===== config.mk =====
export PLATFORM = sky130hd
export DESIGN_NAME = r_empty_flat
export DESIGN_NICKNAME = d
export VERILOG_FILES = /design/src/rtl/r_empty_if.sv /design/src/rtl/r_empty.sv /design/src/flat_wrapper.sv
export SDC_FILE = /design/constraint.sdc
export NUM_CORES = 1
export LEC_CHECK = 0
export CAP_MARGIN = 20
export CORE_MARGIN = 2
export CORE_UTILIZATION = 43
export DETAILED_ROUTE_END_ITERATION = 10
export PLACE_DENSITY = 0.72
export SYNTH_ARGS = -nofsm -noshare
export SYNTH_HDL_FRONTEND = slang
export SYNTH_SLANG_ARGS = --single-unit
export TNS_END_PERCENT = 20

===== constraint.sdc =====
create_clock -name clk -period 2.5 [get_ports clk]
set_clock_uncertainty 0.1 [all_clocks]
set_input_delay 0.5 -clock clk [delete_from_list [all_inputs] [get_ports clk]]
set_output_delay 0.5 -clock clk [all_outputs]
set_load 0.03 [all_outputs]

===== src/rtl/r_empty_if.sv =====
// ============================================================================
// Module   : r_empty_if
// Brief    : Read-side bus of the async FIFO: write pointer in, read status out.
// Revision : 1.0 - initial release
// ============================================================================
`default_nettype none

interface r_empty_if #(
    parameter int ADDR_SIZE = 3
);
    logic [ADDR_SIZE:0]   w_ptr;
    logic                 r_en;
    logic [ADDR_SIZE-1:0] r_addr;
    logic [ADDR_SIZE:0]   r_ptr;
    logic                 empty;
    logic                 almost_empty;
    logic [ADDR_SIZE:0]   r_level;
    logic                 underflow;

    modport slave (
        input  w_ptr, r_en,
        output r_addr, r_ptr, empty, almost_empty, r_level, underflow
    );

    modport master (
        output w_ptr, r_en,
        input  r_addr, r_ptr, empty, almost_empty, r_level, underflow
    );
endinterface

`default_nettype wire


===== src/rtl/r_empty.sv =====
// ============================================================================
// Module   : r_empty
// Brief    : Async FIFO read-domain pointer, empty/almost-empty/level/underflow.
// Revision : 1.0 - initial release
// ============================================================================
`default_nettype none

module r_empty #(
    parameter int ADDR_SIZE = 3,
    parameter int AE_LEVEL  = 1
) (
    input  wire logic  clk,
    input  wire logic  rst,
    r_empty_if.slave   bus
);
    localparam int                 c_PTR_W    = ADDR_SIZE + 1;
    localparam logic [c_PTR_W-1:0] c_AE_LEVEL = c_PTR_W'(AE_LEVEL);

    logic [c_PTR_W-1:0] r_w_s1;
    logic [c_PTR_W-1:0] r_w_s2;
    logic [c_PTR_W-1:0] r_bin;
    logic [c_PTR_W-1:0] r_gray;
    logic               r_is_empty;
    logic               r_almost_empty;
    logic [c_PTR_W-1:0] r_level;
    logic               r_underflow;

    logic               w_accept;
    logic [c_PTR_W-1:0] w_bin_next;
    logic [c_PTR_W-1:0] w_gray_next;
    logic [c_PTR_W-1:0] w_w_bin;
    logic [c_PTR_W-1:0] w_level_next;
    logic               w_empty_next;
    logic               w_ae_next;

    // Accept uses the registered empty so nothing here is combinational in r_en
    // at the outputs; every status output is a flop.
    assign w_accept     = bus.r_en & ~r_is_empty;
    assign w_bin_next   = r_bin + {{ADDR_SIZE{1'b0}}, w_accept};
    assign w_gray_next  = w_bin_next ^ (w_bin_next >> 1);
    assign w_empty_next = (w_gray_next == r_w_s2);

    always_comb begin
        w_w_bin = r_w_s2;
        for (int i = 1; i < c_PTR_W; i++) begin
            w_w_bin = w_w_bin ^ (r_w_s2 >> i);
        end
    end

    assign w_level_next = w_w_bin - w_bin_next;
    assign w_ae_next    = w_empty_next | (w_level_next <= c_AE_LEVEL);

    always_ff @(posedge clk or negedge rst) begin
        if (!rst) begin
            r_w_s1         <= '0;
            r_w_s2         <= '0;
            r_bin          <= '0;
            r_gray         <= '0;
            r_is_empty     <= 1'b1;
            r_almost_empty <= 1'b1;
            r_level        <= '0;
            r_underflow    <= 1'b0;
        end else begin
            r_w_s1         <= bus.w_ptr;
            r_w_s2         <= r_w_s1;
            r_bin          <= w_bin_next;
            r_gray         <= w_gray_next;
            r_is_empty     <= w_empty_next;
            r_almost_empty <= w_ae_next;
            r_level        <= w_level_next;
            r_underflow    <= bus.r_en & r_is_empty;
        end
    end

    assign bus.r_addr       = r_bin[ADDR_SIZE-1:0];
    assign bus.r_ptr        = r_gray;
    assign bus.empty        = r_is_empty;
    assign bus.almost_empty = r_almost_empty;
    assign bus.r_level      = r_level;
    assign bus.underflow    = r_underflow;

endmodule

`default_nettype wire


===== src/flat_wrapper.sv =====
// flat-port wrapper written by rule: the top's interface ports become plain ports
module r_empty_flat 
#(
    parameter int ADDR_SIZE = 3,
    parameter int AE_LEVEL  = 1
)
  (clk, rst, bus_w_ptr, bus_r_en, bus_r_addr, bus_r_ptr, bus_empty, bus_almost_empty, bus_r_level, bus_underflow);
  r_empty_if #(.ADDR_SIZE(ADDR_SIZE)) bus_i ();
  input  wire logic clk;
  input  wire logic rst;
  input wire logic [$bits(bus_i.w_ptr)-1:0] bus_w_ptr;
  input wire logic [$bits(bus_i.r_en)-1:0] bus_r_en;
  output wire logic [$bits(bus_i.r_addr)-1:0] bus_r_addr;
  output wire logic [$bits(bus_i.r_ptr)-1:0] bus_r_ptr;
  output wire logic [$bits(bus_i.empty)-1:0] bus_empty;
  output wire logic [$bits(bus_i.almost_empty)-1:0] bus_almost_empty;
  output wire logic [$bits(bus_i.r_level)-1:0] bus_r_level;
  output wire logic [$bits(bus_i.underflow)-1:0] bus_underflow;
  assign bus_i.w_ptr = bus_w_ptr;
  assign bus_i.r_en = bus_r_en;
  assign bus_r_addr = bus_i.r_addr;
  assign bus_r_ptr = bus_i.r_ptr;
  assign bus_empty = bus_i.empty;
  assign bus_almost_empty = bus_i.almost_empty;
  assign bus_r_level = bus_i.r_level;
  assign bus_underflow = bus_i.underflow;
  r_empty #(.ADDR_SIZE(ADDR_SIZE), .AE_LEVEL(AE_LEVEL)) u_core (.clk(clk), .rst(rst), .bus(bus_i));
endmodule

==> impl_metrics.ini <==
[floorplanning]
initial_core_util = 0.443
die_h_um = 51.1
die_w_um = 51.1
rows = 17
die_area_um2 = 2610
ios = 21
fp.coreArea_um2 = 2150

[status]
outcome = complete, no violations

[sta]
relSlewSlack = 0.745
final.min_clock_period_ns = 2.38
period_share = 0.953
tightest_slew_ns = 0.379
grt_setup_unrepaired = no
slew_viol_final = 0
setup_viol = 0
hold_violations = 0
fmax_mhz = 420

[pwr]
internal-power_mw = 1.30
ir_drop_mv = 0.778
clockPowerShare = 0.073
leakagePower_nw = 0.634
p_per_area_nw_per_um2 = 1510
combPwrFrac = 0.659
power.share.switching = 0.383
switchingPower_mw = 0.804
seqPwrFrac = 0.268

[synth]
yosysSeqAreaShare = 0.581
syn_inst = 66
synthTopCellsByArea = dfrtp_1, xnor2_1, ha_1
yosys.area.top_type = dfrtp_1
synth_cell_types = 24
ys_ff_latch = 22
yosysWarnings = 0
yosysTopAreaCellShare = 0.526
avgSynthCellArea_um2 = 14.4
syn_nets = 78
syn_area_um2 = 952

[critical_path]
timing.critical_path.required_ns = 2.59
critical_path_arrival_ns = 2.47
rrSetupSlack_ns = 0.12
worst_r2r_path_depth = 9
cpMostUsedCell = ha_4
path_cells = nor2b_4 > ha_4 > ha_4 > xnor2_4 > ha_4 > inv_1 > a2111o_1 > and4_1 > or2_2
reg2reg_from = u_core.bus.empty$_DFF_PN1_
crit_type = flip-flop to flip-flop
worst_path_max_delay_cell = dfstp_2
start_kind = flip-flop
r2r_end = u_core.bus.r_level[3]$_DFF_PN0_
cp_max_fo = 2
worstSetupEndpointType = flip-flop
slowest_delay_ns = 0.57

[placed_design]
hpwl_um = 1230
port_buffers = 20
gp_congestion = 0.754
dpl.cell_count = 124

[clocking]
cts_tree = built
cts_buffers = 3
root_buffer = clkbuf_4
cts.htree.levels = 1
clk_latency_ns = 0.30
cts_buffer_depth = 2
clk_pin_slew_ns = 0.11
clock_sinks = 22

[routing]
initialDrtViolationCount = 3
drtAntennaViolNets = 0
wire_per_inst_um = 12.0
routed_wl_um = 1590
vias = 622
firstDrtPassIters = 3
drc = 0
viasPerCell = 4.71

[layout]
mostFrequentLayoutCell = dfrtp_1
nets = 118
fin_util = 0.646
stdcell_count = 132
antenna_cells = 0
layout_common_cells = dfrtp_1, clkdlybuf4s50_1, buf_4
area_growth_pct = 45.9
drive_gt1_frac = 0.298
n_fill_cell = 157

[worst_hold_path]
min_path_cells = 0
hp-start = u_core.r_w_s1[2]$_DFF_PN0_
hold_path_end = u_core.r_w_s2[2]$_DFF_PN0_
min_path_type = flip-flop to flip-flop

[global_route]
grt_pass1_wl_um = 2740
grtUsageTotal = 0.145
overflow = 0
grt_pass1_vias = 648
antenna_found_initial = 0
grt_max_degree = 23

[flow_run]
max_cap_violations = 0
[flip-flops by register name, summed over array words and instances (netlist names)]
register                 flops
u_core.bus.almost_empty      1
u_core.r_w_s2                4
u_core.bus.underflow         1
u_core.bus.r_ptr             3
u_core.r_bin                 4
u_core.bus.empty             1
u_core.bus.r_level           4
u_core.r_w_s1                4
[critical path: cells and delay by family, from the launching register on]
family / cells / cell delay [ns]
AO/OA/AOI/OAI: 1 / 0.30
adder cells (fa/ha/maj): 3 / 0.60
XOR/XNOR: 1 / 0.15
flip-flops: 1 / 0.57
AND/OR/NAND/NOR: 3 / 0.52
buffers and inverters: 1 / 0.03
[power groups by stage]
stage | Sequential (mW) | Clock, mW | Combinational (mW)
CTS | 0.568 | 0.161 | 1.40
finish | 0.564 | 0.152 | 1.39
detailed placement | 0.572 | 0 | 1.35
floorplan | 0.774 | 0 | 0.612
global route | 0.580 | 0.173 | 1.50
global placement | 0.568 | 0 | 1.32
[kinds of logic (layout without fill, tap and decap cells)]
logic type | after synthesis | in the layout | synth area share
compound gates | 8 | 8 | 0.0762
xor+xnor | 16 | 16 | 0.200
fa+ha+maj | 5 | 5 | 0.0657
buf+inv | 8 | 46 | 0.0315
flops | 22 | 22 | 0.581
simple gates | 7 | 7 | 0.0460
[routing by layer]
metal  vias up  share of wire  routed length, um  GRT usage
met3         4          0.034                 54     0.0175
met1       305           0.40                633      0.159
li1        299              -                  -          -
met4         0          0.019                 30     0.0811
met2        14           0.55                866      0.266
met5         -              0                  0          0
[worst max path at each step]
| stage | from | to | slack, ns | cells after the start |
|---|---|---|---|---|
| 4_1_cts | u_core.bus.empty$_DFF_PN1_ | u_core.bus.r_level[3]$_DFF_PN0_ | 0.02 | 9 |
| 6_report | u_core.bus.empty$_DFF_PN1_ | u_core.bus.r_level[3]$_DFF_PN0_ | 0.12 | 9 |
| 3_5_place_dp | bus_r_en | u_core.bus.r_level[3]$_DFF_PN0_ | -0.39 | 10 |
| 3_3_place_gp | bus_r_en | u_core.bus.r_level[3]$_DFF_PN0_ | -0.37 | 10 |
| 2_1_floorplan | u_core.bus.empty$_DFF_PN1_ | u_core.bus.r_level[3]$_DFF_PN0_ | 0.01 | 9 |
| 5_1_grt | u_core.bus.empty$_DFF_PN1_ | u_core.bus.r_level[3]$_DFF_PN0_ | 0.03 | 9 |
[synth_stat cells]
cell and instances:
a2111o_1 1, nor3_1 1, ha_1 5, o2111ai_1 1, dfstp_2 2, inv_1 7
xnor2_1 11, xor3_4 1, or2_2 1, xor3_2 1, and3_1 1, a21boi_0 1
and2_1 1, nor2b_1 1, and4_1 1, nand3_1 1, xor2_1 2, a21oi_2 1
clkbuf_1 1, dfrtp_1 20, xor3_1 1, o41ai_2 1, a31oi_1 2, o211ai_1 1
[cell type report]
class,instances,area [um^2],share of cell area
clock buffers,3,22.5,0.0162
inverters,7,26.3,0.0189
multi-input cells,36,433,0.312
flip-flops and latches,22,553,0.398
well taps,28,35.0,0.0252
repair buffers,36,319,0.230
[repair_timing]
action,in CTS,in global routing
pin swaps,4,1
buffers inserted,3,2
setup endpoints to repair,2,1
resized for setup,3,0
hold buffers,0,0
[metrics by stage]
step / power, mW / TNS [ns] / hold slack, ns / worst slack (ns) / cell area [um^2]
2_1_floorplan: 1.39 / 0 / 0.104 / 0.0144 / 998
3_3_place_gp: 1.88 / -0.907 / 0.232 / -0.365 / 1310
4_1_cts: 2.12 / 0 / 0.263 / 0.0203 / 1370
6_report: 2.10 / 0 / 0.259 / 0.118 / 1390
5_1_grt: 2.26 / 0 / 0.274 / 0.0331 / 1390
3_5_place_dp: 1.92 / -0.986 / 0.236 / -0.386 / 1310
No activity file was read; power rests on OpenSTA's default activity.
